==> config.mk <==
export PLATFORM = sky130hd
export DESIGN_NAME = mult_div_unit
export DESIGN_NICKNAME = d
export VERILOG_FILES = /design/src/rtl/mult_div_unit.sv
export SDC_FILE = /design/constraint.sdc
export NUM_CORES = 1
export LEC_CHECK = 0
export ABC_AREA = 1
export CORE_ASPECT_RATIO = 2
export CORE_MARGIN = 2
export CORE_UTILIZATION = 50
export DETAILED_ROUTE_END_ITERATION = 10
export GPL_ROUTABILITY_DRIVEN = 0
export MAX_ROUTING_LAYER = met4
export PLACE_DENSITY = 0.69
export REMOVE_ABC_BUFFERS = 1
export SLEW_MARGIN = 40
export SYNTH_ARGS = -nofsm -noshare
export SYNTH_HDL_FRONTEND = slang
export SYNTH_SLANG_ARGS = --single-unit
==> constraint.sdc <==
create_clock -name clk -period 12.9 [get_ports clk]
set_input_delay 2.58 -clock clk [delete_from_list [all_inputs] [get_ports clk]]
set_output_delay 2.58 -clock clk [all_outputs]
set_load 0.05 [all_outputs]
==> src/rtl/mult_div_unit.sv <==
`default_nettype none
// +----------------------------------------------------------------------------+
// | mult_div_unit: sequential radix-2 multiply / restoring divide, with a      |
// | fixed WIDTH+1 cycle latency. Define MULT_DIV_UNSIGNED_EN for MULTU/DIVU.   |
// | Rev 1.0                                                                    |
// +----------------------------------------------------------------------------+
module mult_div_unit #(
  parameter int WIDTH = 32
) (
  input  logic             clk,
  input  logic             reset,
  input  logic             start,
  input  logic [1:0]       op,
  input  logic [WIDTH-1:0] a,
  input  logic [WIDTH-1:0] b,
  output logic             busy,
  output logic             done,
  output logic             div_zero,
  output logic [WIDTH-1:0] hi,
  output logic [WIDTH-1:0] lo
);

  typedef enum logic [1:0] {
    S_IDLE = 2'd0,
    S_RUN  = 2'd1,
    S_DONE = 2'd2
  } state_t;

  localparam int CW = $clog2(WIDTH);
  localparam logic [CW-1:0] LAST = CW'(WIDTH - 1);

  state_t           state_q;
  logic [CW-1:0]    cnt_q;
  logic             div_q, neg_q, rneg_q;
  logic [WIDTH-1:0] acc_hi_q, acc_lo_q, opnd_q;
  logic             busy_q, done_q, dz_q;
  logic [WIDTH-1:0] hi_q, lo_q;

  logic is_signed, op_legal;
`ifdef MULT_DIV_UNSIGNED_EN
  assign is_signed = ~op[1];
  assign op_legal  = 1'b1;
`else
  assign is_signed = 1'b1;
  assign op_legal  = ~op[1];
`endif

  // Both operations run on magnitudes; signs are reapplied on the last step.
  logic             a_neg, b_neg;
  logic [WIDTH-1:0] a_mag, b_mag;
  assign a_neg = is_signed & a[WIDTH-1];
  assign b_neg = is_signed & b[WIDTH-1];
  assign a_mag = a_neg ? -a : a;
  assign b_mag = b_neg ? -b : b;

  logic [WIDTH:0]   mul_sum;
  logic [WIDTH-1:0] mul_hi_d, mul_lo_d;
  assign mul_sum  = {1'b0, acc_hi_q} + (acc_lo_q[0] ? {1'b0, opnd_q} : '0);
  assign mul_hi_d = mul_sum[WIDTH:1];
  assign mul_lo_d = {mul_sum[0], acc_lo_q[WIDTH-1:1]};

  // Partial remainder stays below the divisor, so the difference fits WIDTH bits.
  logic [WIDTH:0]   div_shift;
  logic             div_ge;
  logic [WIDTH-1:0] div_diff, div_hi_d, div_lo_d;
  assign div_shift = {acc_hi_q, acc_lo_q[WIDTH-1]};
  assign div_ge    = div_shift >= {1'b0, opnd_q};
  assign div_diff  = div_shift[WIDTH-1:0] - opnd_q;
  assign div_hi_d  = div_ge ? div_diff : div_shift[WIDTH-1:0];
  assign div_lo_d  = {acc_lo_q[WIDTH-2:0], div_ge};

  logic [WIDTH-1:0]   step_hi, step_lo, fin_hi, fin_lo;
  logic [2*WIDTH-1:0] prod_neg;
  assign step_hi  = div_q ? div_hi_d : mul_hi_d;
  assign step_lo  = div_q ? div_lo_d : mul_lo_d;
  assign prod_neg = -{step_hi, step_lo};

  always_comb begin
    fin_hi = step_hi;
    fin_lo = step_lo;
    if (div_q) begin
      if (neg_q)  fin_lo = -step_lo;
      if (rneg_q) fin_hi = -step_hi;
    end else if (neg_q) begin
      {fin_hi, fin_lo} = prod_neg;
    end
  end

  always_ff @(posedge clk or posedge reset) begin
    if (reset) begin
      state_q  <= S_IDLE;
      cnt_q    <= '0;
      div_q    <= 1'b0;
      neg_q    <= 1'b0;
      rneg_q   <= 1'b0;
      acc_hi_q <= '0;
      acc_lo_q <= '0;
      opnd_q   <= '0;
      busy_q   <= 1'b0;
      done_q   <= 1'b0;
      dz_q     <= 1'b0;
      hi_q     <= '0;
      lo_q     <= '0;
    end else begin
      done_q <= 1'b0;
      dz_q   <= 1'b0;
      case (state_q)
        S_IDLE: begin
          if (start && op_legal) begin
            div_q    <= op[0];
            neg_q    <= a_neg ^ b_neg;
            rneg_q   <= a_neg;
            acc_hi_q <= '0;
            acc_lo_q <= a_mag;
            opnd_q   <= b_mag;
            cnt_q    <= '0;
            busy_q   <= 1'b1;
            if (op[0] && (b == '0)) begin
              state_q <= S_DONE;
              done_q  <= 1'b1;
              dz_q    <= 1'b1;
            end else begin
              state_q <= S_RUN;
            end
          end
        end
        S_RUN: begin
          acc_hi_q <= step_hi;
          acc_lo_q <= step_lo;
          cnt_q    <= cnt_q + 1'b1;
          if (cnt_q == LAST) begin
            state_q <= S_DONE;
            done_q  <= 1'b1;
            hi_q    <= fin_hi;
            lo_q    <= fin_lo;
          end
        end
        S_DONE: begin
          state_q <= S_IDLE;
          busy_q  <= 1'b0;
        end
        default: state_q <= S_IDLE;
      endcase
    end
  end

  assign busy     = busy_q;
  assign done     = done_q;
  assign div_zero = dz_q;
  assign hi       = hi_q;
  assign lo       = lo_q;

endmodule
`default_nettype wire

# Yosys cells after proc, flatten, opt, wreduce, memory -nomap -nowiden
# Index checks and enable logic that the tools add are counted.
# Widths: inputs -> output; s select.
# totals
word_cells,69
inputBits,69
output_inout_bits,67
regBits,173
# op_classes
muxes,29
reduce_logical,11
bitwise,2
magnitude_cmp,1
add_sub_neg,8
eq_ne,5
# ops
operator,count
$mux 32,14
$neg 32->32,4
$pmux 32 s2,2
$neg 64->64,1
$add 32x32->33,1
$ge 33x32->1,1
$logic_not 32->1,1
$sub 32x32->32,1
$pmux 5 s2,1
$reduce_and 2->1,5
$mux 2,3
$add 5x1->5 const B,1
$eq 5x5->1 const B,1
$mux 1,5
$mux 5,1
$ne 2x2->1 const B,2
$pmux 1 s2,2
$pmux 2 s2,1
$reduce_bool 2->1,2
$eq 2x1->1 const B,1
$eq 2x2->1 const B,1
$logic_and 1x1->1,2
$logic_not 2->1,1
$not 1->1,1
$xor 1x1->1,1

# Logic depth before layout (Yosys ltp)
# logic_depth
word_depth,6
ltp_mapped,35
mapped_depth_nobuf,34

# Least setup slack after synthesis
# No wires, ideal clock.
# synth_path
path_kind,input to register
startpoint,input port a[0]
endpoint,register acc_lo_q[30]
path_slack_ns,8.212
path_stages,17
t_arrival_ns,4.542
n_path_buf,0
t_required_ns,12.754
setup_ns,0.146
path_cell_list,inv_1 -> ha_1 -> inv_1 -> nor3_1 -> nand2_1 -> nor3_1 -> nand2_1 -> nor3_1 -> nand3_1 -> nor2_1 -> nand3_1 -> nor2_1 -> nand3_1 -> nand2_1 -> o21ai_0 -> xor2_1 -> o221ai_1
# synth_between
elab_chain_cells,4
# synth_lines
element,line_no,text
from (decl),14,"input logic [WIDTH-1:0] a,"
$neg 32->32,53,assign a_mag = a_neg ? -a : a;
$mux 32,53,
$mux 32,109,if (start && op_legal) begin
$pmux 32 s2,107,case (state_q)
to (signal assigned),114,acc_lo_q <= a_mag;
to (signal assigned),129,acc_lo_q <= step_lo;
to (decl),35,"logic [WIDTH-1:0] acc_hi_q, acc_lo_q, opnd_q;"
# Every way passes these cells. The select of a mux whose other input is x is not followed.
# A chain may end at the register's enable or synchronous reset.

# Worst setup path in the final report
# layout_path
startpoint,input port b[0]
endpoint,register state_q[1]
# layout_between
elab_chain_cells,5
# layout_lines
element,line_no,text
from (decl),15,"input logic [WIDTH-1:0] b,"
$logic_not 32->1,118,if (op[0] && (b == '0)) begin
$logic_and 1x1->1,118,
$mux 2,118,
$mux 2,109,
$pmux 2 s2,107,
to (signal assigned),119,state_q <= S_DONE;
to (signal assigned),123,state_q <= S_RUN;
to (signal assigned),132,state_q <= S_DONE;
to (decl),32,state_t state_q;
# Every way passes these cells. The select of a mux whose other input is x is not followed.

==> flow_metrics.env <==
export IMPL_io_buffer_count=135
export IMPL_synth_area_per_cell_sq_um=6.16
export IMPL_dr_pass1_iters=6
export IMPL_tritoncts_num_buffers=17
export IMPL_antenna_found_initial=1
export IMPL_critical_path_class="input port to flip-flop"
export IMPL_status="completed"
export IMPL_finalSetupTns_ns=0
export IMPL_initial_core_util_pct=50.4
export IMPL_cts_hold_buf=0
export IMPL_routed_via_density=5.80
export IMPL_rows=94
export IMPL_cts_root_buffer="clkbuf_16"
export IMPL_wirelength_microns=63800
export IMPL_fillers=3393
export IMPL_ios=136
export IMPL_path_common_cell="inv_1"
export IMPL_yosys_warnings=0
export IMPL_period_share_pct=46.0
export IMPL_yosysMostFrequentCell="nand2_1"
export IMPL_cp_start_kind="input port"
export IMPL_clkTransAtPathRegs_ns=0.07
export IMPL_netlist_area_leader_share_pct=26.3
export IMPL_synth_flop_cell="dfrtp_1"
export IMPL_route_detailed_drc=0
export IMPL_hp_class="flip-flop to flip-flop"
export IMPL_final_util_pct=57.3
export IMPL_grt_ovfl_total=0
export IMPL_yosys_top_cells_count="819 x nand2_1, 392 x inv_1, 235 x nor2_1"
export IMPL_clockBufferDepth=2
export IMPL_dieWidth_microns=132
export IMPL_final_nets=2902
export IMPL_synth_area_leader_cell="dfrtp_1"
export IMPL_finalHoldViolations=0
export IMPL_fin_skew_ns=0.0197
export IMPL_core_area_sq_um=32700
export IMPL_maxCapViolations=0
export IMPL_final_antenna_net_count=0
export IMPL_cts_resized=0
export IMPL_max_freq_mhz=168
export IMPL_area_delta_synth_final_pct=13.7
export IMPL_maxSlewViolCount=0
export IMPL_drt_initial_drc_count=1512
export IMPL_die_area_sq_um=34500
export IMPL_async_flop_share_pct=100
export IMPL_required_ns=13.26
export IMPL_fin_ws_ns=6.96
export IMPL_synth_area_top_cells="dfrtp_1 26%, nand2_1 19%, inv_1 8.9%, nand3_1 6.3%, o21ai_0 5.5%"
export IMPL_clk_latency_ns=0.47
export IMPL_finalSetupViolCount=0
export IMPL_cp_end_kind="flip-flop"
export IMPL_pre_cts_ws_ns=6.55
export IMPL_slowest_stage="nor3_2"
export IMPL_path_max_fanout=5
export IMPL_cts_tree="built"
export IMPL_syn_inst=2676
export IMPL_grt_pass1_vias=18814
export IMPL_post_route_min_period_ns=5.94
export IMPL_critPathMaxStageDelay_ns=0.59
export IMPL_grt_usage_pct=38.2
export IMPL_grt_start_max_net_pins=99
export IMPL_drive_gt1_share_pct=5.26
export IMPL_worstPathArrival_ns=6.29
export IMPL_max_slew_margin_pct=43.5
export IMPL_hold_slack_ns=0.472
export IMPL_dp_hpwl_microns=49300
export IMPL_synth_distinct_cells=53
export IMPL_die_y_microns=261
export IMPL_ys_seq_area_share_pct=26.3
export IMPL_worstPathCellList="clkdlybuf4s50_1 > inv_1 > ha_1 > inv_1 > nor3_1 > inv_1 > nor3_1 > inv_1 > nor3_1 > nand4_1 > nor3_2 > nand2_1 > inv_1 > nand3_1 > nor2_1 > nand4_1 > o21ai_0"
export IMPL_cts_setup_buffers=0
export IMPL_vias=18604
export IMPL_post_drt_wl_per_cell_microns=19.9
export IMPL_cts_sinks=173
export IMPL_grt_pass1_wl_microns=98400
export IMPL_syn_area_sq_um=16500
export IMPL_synth_edff_count=0
export IMPL_rsz0062_at_grt="false"
export IMPL_worst_pin_slew_ns=0.847
export IMPL_ys_ff_latch=173
export IMPL_h_tree_depth=4
layer usage:
layer | track usage (%) | up-vias | wire length [microns]
li1 | - | 8745 | -
met1 | 34.9 | 8549 | 20500
met2 | 68.2 | 931 | 32600
met3 | 5.81 | 379 | 4010
met4 | 33.7 | 0 | 6710
met5 | - | - | 0
through the flow:
step,area [sq um],cells
2_1_floorplan,16100,2592
3_3_place_gp,18100,3174
3_5_place_dp,18100,3174
4_1_cts,18700,3206
5_1_grt,18700,3207
6_report,18700,3207
cell type report:
type | instances | area, sq um | area share, %
multi-input combinational | 1995 | 10200 | 54.4
tap | 432 | 541 | 2.89
timing repair buffer | 150 | 1470 | 7.84
sequential | 173 | 4330 | 23.1
antenna | 1 | 2.50 | 0.0134
clock inverter | 12 | 150 | 0.802
clock buffer | 20 | 447 | 2.38
inverter | 424 | 1600 | 8.54
flip-flops by register name (all words and copies together) (netlist names):
register	count
acc_hi_q	32
acc_lo_q	32
hi	32
lo	32
opnd_q	32
cnt_q	5
state_q	2
busy	1
div_q	1
div_zero	1
done	1
neg_q	1
rneg_q	1
critical path, delay by kind of cell:
| family | cells | cell delay (ns) |
|---|---|---|
| simple gates | 9 | 2.33 |
| fa+ha+maj | 1 | 0.15 |
| compound gates | 1 | 0.38 |
| buf+inv | 6 | 0.84 |
worst paths after layout:
kind,endpoint,depth (start not counted),from,slack [ns]
max reg2reg,hi[12],32,opnd_q[15],7.26
min reg2reg,cnt_q[3],1,cnt_q[3],0.47
min,cnt_q[3],1,cnt_q[3],0.47
min in group asynchronous,lo[10],2,reset,2.59
max in group asynchronous,div_q,3,reset,8.94
max,state_q[1],17,b[0],6.96
cell families (layout without fill, tap and decap cells):
group / Yosys count / in the layout / synth area share, %
AO/OA/AOI/OAI: 377 / 377 / 12.7
XOR/XNOR: 99 / 99 / 5.26
adder cells (fa/ha/maj): 72 / 72 / 5.56
buffers and inverters: 508 / 606 / 12.1
flip-flops: 173 / 173 / 26.3
other: 0 / 1 / 0
AND/OR/NAND/NOR: 1447 / 1447 / 38.1
layout by cell type, fill, tap and decap left out, types with 10 or more instances in the layout:
cell and count:
nand2_1 817, inv_1 390, nor2_1 234, nand3_1 209
o21ai_0 180, dfrtp_1 172, clkdlybuf4s50_1 135, a21oi_1 87
xor2_1 82, ha_1 70, nand4_1 58, nor3_1 34
o21ai_1 27, inv_2 22, o221ai_1 22, o22ai_1 19
xnor2_1 17, nand3_2 17, clkbuf_16 17, nor2_2 15
buf_4 14, nand2_2 13, o211ai_1 12, clkinv_1 10
Power is not shown: default switching activity piles up to over one toggle a cycle in this logic, so the estimate is an artifact.
==> variant: new RTL, same settings <==
The option `MULT_DIV_UNSIGNED_EN` is turned on by a define.
--- a/src/rtl/mult_div_unit.sv
+++ b/src/rtl/mult_div_unit.sv
@@ -6,2 +6,4 @@
 // +----------------------------------------------------------------------------+
+`define MULT_DIV_UNSIGNED_EN
+
 module mult_div_unit #(
Formal check against the unedited RTL: not equivalent (a bounded check fails within 4 cycles, from zero or initial values and one cycle with reset high).
==> variant against the unedited design <==
  * Synthesized area rose by 0.40%
  * Design area barely moved
  * Wire length rose by 0.65%
  * First-iteration DRC count rose by 9.1%
  * Worst setup slack improved by 0.22 ns
  * Sequential cell count did not move
  * Critical path type unchanged
  * Highest routed layer unchanged
Power is not shown: default switching activity piles up to over one toggle a cycle in this logic, so the estimate is an artifact.
==> variant: results (changes against the unedited design) <==
critPathArrivalTime_ns: 6.04  # -0.25 ns
track_usage_pct: 38.2  # about the same
routed_wl_um: 64300  # +0.65%
final_cells: 3202  # -0.16%
skew_ns: 0.0154  # -0.00424 ns
hpwl_um: 49600  # +0.63%
max_slew_margin_pct: 45.1  # +1.6 points
synth_cell_types: 53  # unchanged
wl_met1_um: 20300  # -1.1%
min_path_type: "flip-flop to flip-flop"
outcome: "finished clean"
insertion_delay_ns: 0.46
antenna_found_initial: 1  # unchanged
grt_pass1_wl_um: 97300  # -1.1%
wl_met2_um: 32100  # -1.6%
num_vias: 18400  # -0.98%
path_clk_slew_ns: 0.08
portBuffers: 135  # unchanged
crit_slowest_cell: "clkdlybuf4s50_1"
fin_nets: 2897  # -0.17%
synthTopCellsByCount: "nand2_1, inv_1, nor2_1"
root_buffer: "clkbuf_16"
cts_resized: 0  # unchanged
htreeDepth: 4  # unchanged
synth-edff-count: 0  # unchanged
cpPeakStageDelay_ns: 0.45  # -0.14 ns
drc_errors: 0  # unchanged
crit_path_max_fanout: 4  # -1
synth_seq_area_share_pct: 26.2  # -0.11 points
ys_async_sr_fraction_pct: 100  # unchanged
met3_length_um: 4380  # +9.2%
first_pass_iters: 8  # +2
synth_cells: 2670  # -0.22%
ys.warnings.count: 0  # unchanged
post-cts-setup-buffers: 0  # unchanged
dr.first_iter.drc_count: 1650  # +9.1%
grt_max_degree: 101  # +2.0%
cts_buffers: 17  # unchanged
drive_gt1_share_pct: 5.56  # +0.30 points
synth_area_leaders: "dfrtp_1, nand2_1, inv_1"
variant: through the flow:
| step | setup WS, ns | cell area (um^2) | hold WS, ns |
|---|---|---|---|
| after floorplan | 5.43 | 16100 | 0.445 |
| after global placement | 6.84 | 18200 | 0.463 |
| after detailed placement | 6.79 | 18200 | 0.473 |
| after CTS | 7.27 | 18700 | 0.485 |
| after global routing | 6.85 | 18700 | 0.504 |
| final | 7.19 | 18700 | 0.483 |
variant: path summary, 6_finish.rpt:
kind | from | to | slack (ns) | cells after the start
max | a[0] | acc_lo_q[30] | 7.19 | 19
min | hi[27] | hi[27] | 0.48 | 2
max reg2reg | opnd_q[22] | hi[26] | 7.32 | 30
min reg2reg | hi[27] | hi[27] | 0.48 | 2
max in group asynchronous | reset | acc_hi_q[8] | 9.05 | 3
min in group asynchronous | reset | div_zero | 2.64 | 2
variant: cells by family after synthesis:
family / Yosys count / share of synthesized area [%]
and+or+nand+nor: 1435 / 38.0
buffers and inverters: 481 / 11.6
AOI/OAI and AO/OA: 412 / 13.5
DFF: 173 / 26.2
xor gates and xnor gates: 97 / 5.14
adders and majority gates: 72 / 5.54
variant: per-layer routing:
layer | track usage [%] | up-vias
met5 | - | -
met4 | 37.6 | 0
met3 | 7.55 | 375
met2 | 66.6 | 918
met1 | 33.6 | 8349
li1 | - | 8779
variant: critical path, delay by kind of cell:
| family | cells | cell delay, ns |
|---|---|---|
| AND/OR/NAND/NOR | 12 | 2.27 |
| XOR/XNOR | 1 | 0.17 |
| adder cells (fa/ha/maj) | 1 | 0.16 |
| AO/OA/AOI/OAI | 2 | 0.21 |
| buffers and inverters | 3 | 0.63 |
variant: cell type report:
| cell class | count | area, um^2 |
|---|---|---|
| inverter | 397 | 1500 |
| fill | 3369 | 14000 |
| sequential | 173 | 4330 |
| multi-input combinational | 2016 | 10300 |
| clock buffer | 18 | 429 |
| tap | 432 | 541 |
| timing repair buffer | 151 | 1480 |
| antenna | 1 | 2.50 |
| clock inverter | 14 | 141 |
